File: src/rtl/bin_to_bcd_seq.sv
// bin_to_bcd_seq: sequential binary-to-BCD converter (shift-and-add-3),
// one input bit per clock. Feeds the seg7 digit decoders.
//
// Ports:
//   clk      - system clock, rising edge
//   resetN   - asynchronous active-low reset
//   start    - conversion request, sampled only while idle
//   bin_in   - unsigned binary value, captured on the accepted start edge
//   busy     - high while a conversion is in progress
//   done     - one-cycle pulse when a new result is on bcd_out
//   bcd_out  - DIGITS BCD digits, digit i at [4i+3:4i], digit 0 least significant
//   lz_mask  - bit i=1 marks digit i as a leading zero; bit 0 is always 0
//   overflow - value did not fit in DIGITS digits; valid with bcd_out
module bin_to_bcd_seq #(
  parameter int IN_WIDTH = 16,
  parameter int DIGITS   = 5
) (
  input  logic                  clk,
  input  logic                  resetN,
  input  logic                  start,
  input  logic [IN_WIDTH-1:0]   bin_in,
  output logic                  busy,
  output logic                  done,
  output logic [4*DIGITS-1:0]   bcd_out,
  output logic [DIGITS-1:0]     lz_mask,
  output logic                  overflow
);

  localparam int BW = 4 * DIGITS;
  localparam int CW = (IN_WIDTH > 1) ? $clog2(IN_WIDTH) : 1;
  localparam logic [CW-1:0]     LAST   = CW'(IN_WIDTH - 1);
  localparam logic [DIGITS-1:0] LZ_RST = ~DIGITS'(1);

  localparam logic [0:0] S_IDLE  = 1'b0;
  localparam logic [0:0] S_SHIFT = 1'b1;

  logic [0:0]          state;
  logic [IN_WIDTH-1:0] bin_sr;
  logic [BW-1:0]       scr;
  logic                ovf_scr;
  logic [CW-1:0]       cnt;

  logic [BW-1:0]       adj;
  logic [BW-1:0]       scr_nxt;
  logic [IN_WIDTH-1:0] bin_nxt;
  logic                carry;
  logic [DIGITS-1:0]   lz_nxt;
  logic                zero_run;

  // One double-dabble step. The bit leaving the top nibble after the +3
  // adjust is exactly the decimal carry out of the most significant digit,
  // so accumulating it gives "value >= 10^DIGITS" while the kept nibbles
  // hold the value modulo 10^DIGITS.
  always_comb begin
    adj = scr;
    for (int unsigned i = 0; i < DIGITS; i++) begin
      if (adj[4*i +: 4] >= 4'd5)
        adj[4*i +: 4] = adj[4*i +: 4] + 4'd3;
    end
    carry   = adj[BW-1];
    scr_nxt = {adj[BW-2:0], bin_sr[IN_WIDTH-1]};
    bin_nxt = bin_sr << 1;

    // Leading-zero run scanned from the top digit down; digit 0 never blanks.
    lz_nxt   = '0;
    zero_run = 1'b1;
    for (int unsigned j = 0; j < DIGITS - 1; j++) begin
      zero_run = zero_run & (scr_nxt[4*(DIGITS-1-j) +: 4] == 4'd0);
      lz_nxt[DIGITS-1-j] = zero_run;
    end
  end

  always_ff @(posedge clk or negedge resetN) begin
    if (!resetN) begin
      state    <= S_IDLE;
      busy     <= 1'b0;
      done     <= 1'b0;
      overflow <= 1'b0;
      bcd_out  <= '0;
      lz_mask  <= LZ_RST;
      bin_sr   <= '0;
      scr      <= '0;
      ovf_scr  <= 1'b0;
      cnt      <= '0;
    end else begin
      done <= 1'b0;
      case (state)
        S_IDLE: begin
          if (start) begin
            bin_sr  <= bin_in;
            scr     <= '0;
            ovf_scr <= 1'b0;
            cnt     <= '0;
            busy    <= 1'b1;
            state   <= S_SHIFT;
          end
        end
        S_SHIFT: begin
          bin_sr  <= bin_nxt;
          scr     <= scr_nxt;
          ovf_scr <= ovf_scr | carry;
          cnt     <= cnt + CW'(1);
          if (cnt == LAST) begin
            bcd_out  <= scr_nxt;
            lz_mask  <= lz_nxt;
            overflow <= ovf_scr | carry;
            done     <= 1'b1;
            busy     <= 1'b0;
            state    <= S_IDLE;
          end
        end
        default: state <= S_IDLE;
      endcase
    end
  end

endmodule

File: config.mk
export PLATFORM = sky130hd
export DESIGN_NAME = bin_to_bcd_seq
export DESIGN_NICKNAME = d
export VERILOG_FILES = /design/src/rtl/bin_to_bcd_seq.sv
export SDC_FILE = /design/constraint.sdc
export NUM_CORES = 1
export LEC_CHECK = 0
export ABC_AREA = 1
export CAP_MARGIN = 20
export CORE_ASPECT_RATIO = 1.25
export CORE_UTILIZATION = 58
export CTS_CLUSTER_DIAMETER = 120
export DETAILED_ROUTE_END_ITERATION = 8
export PLACE_DENSITY = 0.84
export REMOVE_ABC_BUFFERS = 1
export SLEW_MARGIN = 5
export SYNTH_ARGS = -nofsm -noshare
export SYNTH_HDL_FRONTEND = slang
export SYNTH_SLANG_ARGS = --single-unit
File: constraint.sdc
create_clock -name clk -period 3.4 [get_ports clk]
set_input_delay 0.51 -clock clk [delete_from_list [all_inputs] [get_ports clk]]
set_output_delay 0.51 -clock clk [all_outputs]
set_load 0.03 [all_outputs]
# Word-level counts from Yosys, hierarchy flattened
# Cells that the tools add are included.
[totals]
regBits = 69
in_bits = 19
out_inout_bits = 28
word_cells = 56
[classes]
add_sub_neg = 6
order_cmp = 5
n_eq_ne = 3
mux = 21
bitwise = 5
reduce_logical = 6
[op_table]
columns = ["cell", "n"]
rows = [
  ["20-bit case mux with 2 select lines", 1],
  ["16-bit case mux with 2 select lines", 1],
  ["4-bit two-way mux", 6],
  ["4-bit by 2-bit adder with 4-bit output (second input constant)", 5],
  ["4-bit by 3-bit greater-or-equal comparator with 1-bit output (second input constant)", 5],
  ["20-bit two-way mux", 1],
  ["4-bit zero test", 4],
  ["16-bit two-way mux", 1],
  ["4-bit case mux with 2 select lines", 1],
  ["1-bit two-way mux", 7],
  ["1-bit case mux with 2 select lines", 3],
  ["4-bit by 1-bit adder with 4-bit output (second input constant)", 1],
  ["4-bit == test (second input constant)", 1],
  ["2-bit AND reduction", 2],
  ["1-bit AND", 3],
  ["2-bit by 1-bit inequality test with 1-bit output (second input constant)", 1],
  ["2-bit inequality test (second input constant)", 1],
  ["1-bit inverter", 1],
  ["1-bit OR", 1],
]

# Logic depth before layout (Yosys ltp)
# Gate-level depths: netlist of run 1.
[logic_depth]
word_depth = 6
ltp_mapped = 11
depth_no_buf = 11

# Worst setup path before layout of run 1
# No wires, ideal clock.
[synth_path]
kind = "flip-flop to flip-flop"
startpoint = "register scr[8]"
endpoint = "register lz_mask[1]"
setup_ps = 60
t_arrival_ps = 1341
required_time_ps = 3340
path_slack_ps = 1999
path_stages_with_launch = 11
path_buffers = 0
period_less_slack_ps = 1401
cell_sequence = "dfrtp_1 inv_1 ha_1 inv_1 nand2_1 nand3_1 o21ai_1 nand2_1 nor2_2 nand4_1 nand2_1"
[synth_between]
elab_chain_len = 6
word_cells_on_any_way = 8
cone_classes = "1 x add/sub; 1 x order compare; 1 x mux; 3 x bitwise; 2 x reduce/logical"
[synth_rtl]
columns = ["element", "line", "source"]
rows = [
  ["from (decl)", "39", "logic [BW-1:0] scr;"],
  ["from (signal assigned)", "100", "scr <= scr_nxt;"],
  ["4-bit by 2-bit adder with 4-bit output / 4-bit by 3-bit greater-or-equal comparator with 1-bit output (equally long branches)", "58, 57", ""],
  ["4-bit two-way mux *", "57", "if (adj[4*i +: 4] >= 4'd5)"],
  ["4-bit zero test", "68", "zero_run = zero_run & (scr_nxt[4*(DIGITS-1-j) +: 4] == 4'd0);"],
  ["1-bit AND", "68", ""],
  ["1-bit AND * (2 in series)", "68", ""],
  ["to (signal assigned)", "105", "lz_mask <= lz_nxt;"],
  ["to (decl)", "25", "output logic [DIGITS-1:0] lz_mask,"],
]
# Every way passes the cells marked *; elsewhere a longest branch is shown, timed or not.
# A chain may end at the register's enable or synchronous reset.

# Worst setup path after layout of run 1
[layout_path]
startpoint = "register lz_mask[1]"
endpoint = "output lz_mask[1]"
# No word-level cell between the ends.

==> reports/qor.txt, run 1 <==
Final ANT Viol Nets - 0
first-pass GRT wire length - 11200 um
worst r2r dst - lz_mask[1]$_DFFE_PN1P_
FF-to-FF Start - state$_DFF_PN0_
Synth Cell Area - 3200 sq um
synth-to-layout area growth - 22.4%
ant diodes - 0
fmax - 485 MHz
worst reg-to-reg path cell count - 8
data arrival time of the critical path - 1.55 ns
All-Layer GR Usage - 26.2%
FP Rows - 29
Hold Slack - 0.0356 ns
Chip Width - 68.5 um
Main synth FF type - dfrtp_1
routability cong. - 0.866
wire per inst - 13.5 um
sequential fraction of the synthesis area - 54.1%
Fin Setup TNS - 0 ns
Pwr Density - 1040 nW/um^2
Post-DP Area - 3670 sq um
H-Tree Depth - 3
CP max stage delay - 0.66 ns
Root Driver - clkbuf_8
maximum VDD drop - 0.552 mV
CTS buffer count - 9
Post-CTS Setup Bufs - 0
Starting DRT DRC Count - 267
first-pass iteration count of the detailed router - 4
Tcrit/Tclk final - 60.6%
port bufs - 45
Buf/Inv on CP - 1
Syn Inst Count - 366
die height - 85.1 um
most area-consuming cells after synthesis - dfrtp_1 51%, nand2_1 14%, ha_1 4.3%
Die Area - 5820 sq um
Crit. End Element - output pin
Worst Skew - 0.0105 ns
setup slack on the worst flop-to-flop path - 1.43 ns
initial antenna violation count - 0
final net count - 442
Crit Path Class - flop to output pin
Post-synth EDFFs - 0
Critical Path Start Type - flop
crit path cell chain - clkdlybuf4s50_1
DRC viols - 0
unrepaired setup endpoints after global routing - no
Setup violations, final - 0
CTS tree - done
share of layout cells above drive strength 1 - 7.91%
Slew @ Worst Pin - 0.618 ns
CP delay by family, top - buffers and inverters
post_cts resized - 0
status - completed
Crit-path slowest cell - clkdlybuf4s50_1
Max-Cap Viols - 0
Initial Utilization - 61.7%
Pwr Total - 4.07 mW
Slew Limit Fails - 0
DPL Wire Length - 4510 um
DR vias - 2651
Max clock buf depth - 2
min Tclk post-route - 2.06 ns
flops & latches, synth - 69
Mapped Avg Cell Area - 8.75 sq um
Worst-path clk slew - 0.07 ns
Worst Path Required - 2.89 ns
core area - 5190 sq um
Slew headroom - 58.8%
Hold Buf Count CTS - 0
clock sinks - 69
vias in the first global route - 2524
Synth async-reset ratio - 100%
Vias/cell - 5.53
synth cell count leaders - 117 x nand2_1, 65 x dfrtp_1, 31 x inv_1
Overflow after GRT - 0
fin area - 3920 sq um
Static Leakage - 1.88 nW
Worst Hold Class - input pin to asynchronous set/reset pin
Unique masters post-synth - 31
clk_lat worst skew - 0.35 ns
Detailed Route WL - 6460 um
largest net degree at the start of global routing - 51
Ports - 47
Worst Path Max Fanout - 2
final hold vios - 0
top-area cell type share of the netlist area - 50.8%
Synth area leader - dfrtp_1
count leader, synth - nand2_1
Ys Warns - 0
==> flip-flops by register name, summed over array words and instances, names as in the netlist <==
signal    cells
done          1
scr          20
overflow      1
cnt           4
ovf_scr       1
bcd_out      20
state         1
lz_mask       4
busy          1
bin_sr       16
==> final cells by class <==
type / instances / area, sq um
clock buffers: 13 / 159
clock inverters: 3 / 67.6
fillers: 387 / 1270
inverters: 36 / 136
multi-input cells: 248 / 1270
flip-flops and latches: 69 / 1730
well taps: 62 / 77.6
repair buffers: 48 / 480
==> metal layers <==
metal | part of all wire [%] | track usage, %
met5 | 0 | 0
met4 | 2.4 | 12.5
met3 | 4.6 | 6.59
met2 | 51 | 41.5
met1 | 42 | 32.8
==> per-stage QoR <==
step                cells  setup slack, ns  utilization (%)
floorplan             353             1.81                -
global placement      462             1.55             70.8
detailed placement    462             1.45             70.8
CTS                   478             1.33             75.1
global route          479             1.24             75.5
finish                479             1.34             75.5
==> layout by cell type, fill, tap and decap left out, types with 3 or more instances in the layout <==
cell,Yosys,layout
a21oi_1,5,5
a22oi_1,4,4
clkbuf_8,0,11
clkdlybuf4s50_1,0,44
dfrtp_1,65,65
dfstp_2,4,4
ha_1,11,11
inv_1,31,31
inv_2,4,4
nand2_1,117,117
nand3_1,17,17
nand4_1,9,9
nor2_1,13,13
nor2_2,3,3
o211ai_1,4,4
o21ai_0,22,22
o21ai_1,12,12
o221ai_1,4,4
o22ai_1,16,16
==> worst max-delay path by stage <==
stage                                start                      to  slack, ns  cells past startpoint
global placement           state$_DFF_PN0_  lz_mask[1]$_DFFE_PN1P_       1.55                      8
floorplan                  state$_DFF_PN0_  lz_mask[1]$_DFFE_PN1P_       1.81                      8
detailed placement         state$_DFF_PN0_  lz_mask[1]$_DFFE_PN1P_       1.45                      8
CTS                 lz_mask[1]$_DFFE_PN1P_              lz_mask[1]       1.33                      1
global route               state$_DFF_PN0_  lz_mask[1]$_DFFE_PN1P_       1.24                      8
finish              lz_mask[1]$_DFFE_PN1P_              lz_mask[1]       1.34                      1
==> report_power, final <==
group	leakage (nW)	internal [mW]	switching (mW)	total, mW
registers	0.854	1.18	0.240	1.42
clock network	0.110	0.454	0.299	0.753
logic	0.912	0.701	1.20	1.90
==> cell families after synthesis <==
| kind of cell | Yosys count | share of synthesized area, % |
|---|---|---|
| buffers and inverters | 49 | 6.37 |
| AO/OA/AOI/OAI | 69 | 12.7 |
| flip-flops | 69 | 54.1 |
| AND/OR/NAND/NOR | 165 | 21.9 |
| other | 1 | 0.117 |
| XOR/XNOR | 2 | 0.547 |
| adder cells (fa/ha/maj) | 11 | 4.30 |
(Power assumes the default switching activity.)
==> run 2, diff against run 1 <==
- CORE_UTILIZATION: 58 -> 54
- PLACE_DENSITY: 0.84 -> 0.79
- clock period: 3.4 -> 1.9 ns (I/O delays scaled with it)
==> reports/qor.txt, run 2 (synthesized netlist as in run 1, its figures left out) <==
status - complete, but fails checks
failing checks - design-rule violations
Detailed Route WL - 6450 um
Initial Utilization - 55.8%
CTS buffer count - 9
Root Driver - clkbuf_8
die height - 88.1 um
Die Area - 6240 sq um
biggest regs - bcd_out (20), scr (20), bin_sr (16)
fmax - 550 MHz
first-pass GRT wire length - 11000 um
Crit-path slowest cell - clkdlybuf4s50_1
CP max stage delay - 0.66 ns
Fin Setup TNS - 0 ns
Setup violations, final - 0
worst reg-to-reg path cell count - 10
Buf/Inv on CP - 1
Pwr Total - 7.11 mW
Worst Setup SP - lz_mask[1]$_DFFE_PN1P_
maximum VDD drop - 0.874 mV
unrepaired setup endpoints after global routing - no
Worst Path Required - 1.62 ns
wire length on met1 - 2800 um
final net count - 447
DR vias - 2608
WL met2 - 3300 um
min Tclk post-route - 1.82 ns
Ports - 47
Hold Slack - 0.410 ns
data arrival time of the critical path - 1.53 ns
largest net degree at the start of global routing - 29
Max clock buf depth - 2
All-Layer GR Usage - 23.2%
most frequent cells in the layout - 117 x nand2_1, 65 x dfrtp_1, 44 x clkdlybuf4s50_1, 31 x inv_1, 22 x o21ai_0
wire per inst - 13.2 um
first-pass iteration count of the detailed router - 9
synth-to-layout area growth - 23.3%
core area - 5740 sq um
vias in the first global route - 2482
Top Layer Used - met4
Pwr Density - 1800 nW/um^2
most common cell after layout, fill and taps aside - nand2_1
FP Rows - 31
H-Tree Depth - 3
Chip Width - 70.9 um
routability cong. - 0.801
Vias/cell - 5.36
crit path cell chain - clkdlybuf4s50_1
Crit. End Element - output pin
routed length on met3 - 218 um
clock sinks - 69
fin util - 68.7%
Overflow after GRT - 0
DRC viols - 4
Crit Path Class - flop to output pin
ant diodes - 0
CP Depth - 1
Slew Limit Fails - 0
Tcrit/Tclk final - 95.6%
initial antenna violation count - 0
Critical Path Start Type - flop
Worst-path clk slew - 0.07 ns
CP delay by family, top - buffers and inverters
Worst Path Max Fanout - 2
Final ANT Viol Nets - 0
CTS tree - done
Worst Hold Class - input pin to asynchronous set/reset pin
port bufs - 45
Post-CTS Setup Bufs - 0
Static Leakage - 1.90 nW
FF-to-FF Start - scr[8]$_DFFE_PN0P_
DPL Wire Length - 4660 um
Starting DRT DRC Count - 167
share of layout cells above drive strength 1 - 8.79%
Max-Cap Viols - 0
clk_lat worst skew - 0.34 ns
Worst Skew - 0.00543 ns
final hold vios - 0
-- run 2: what timing repair did --
item	in CTS	in global routing
gates resized for setup	0	0
endpoints found under the hold margin	14	0
hold buffers	1	0
-- run 2: area by class of cell --
class                      count  area (sq um)
clock buffer                  15           196
fill                         487          1790
inverter                      36           136
multi-input combinational    248          1270
sequential                    69          1730
tap                           66          82.6
timing repair buffer          53           533
-- run 2: layer usage --
metal / GRT usage, % / up-vias
li1: - / 1310
met1: 28.1 / 1227
met2: 39.4 / 62
met3: 4.49 / 9
met4: 12.2 / 0
met5: 0 / -
-- run 2: power by group --
group          switching [mW]  internal, mW  total [mW]
Sequential              0.394          2.11        2.50
Clock                   0.500         0.647        1.15
Combinational            2.17          1.30        3.47
Total                    3.06          4.05        7.11
-- run 2: final timing paths --
check / endpoint / slack (ns)
worst max-delay path: lz_mask[1] / 0.08
worst min-delay path: bcd_out[6]$_DFFE_PN0P_ / 0.41
worst max register to register: lz_mask[1]$_DFFE_PN1P_ / 0.24
worst min register to register: lz_mask[3]$_DFFE_PN1P_ / 0.47
max in group asynchronous: bin_sr[12]$_DFFE_PN0P_ / 0.94
min in group clk: lz_mask[3]$_DFFE_PN1P_ / 0.47
-- run 2: per-stage QoR --
step | area, sq um | setup WS, ns | instances
after detailed placement | 3740 | 0.278 | 471
after CTS | 3950 | 0.0719 | 487
after global routing | 3950 | 0.0564 | 487
after floorplan | 3130 | 0.306 | 353
final | 3950 | 0.0833 | 487
after global placement | 3740 | 0.308 | 471
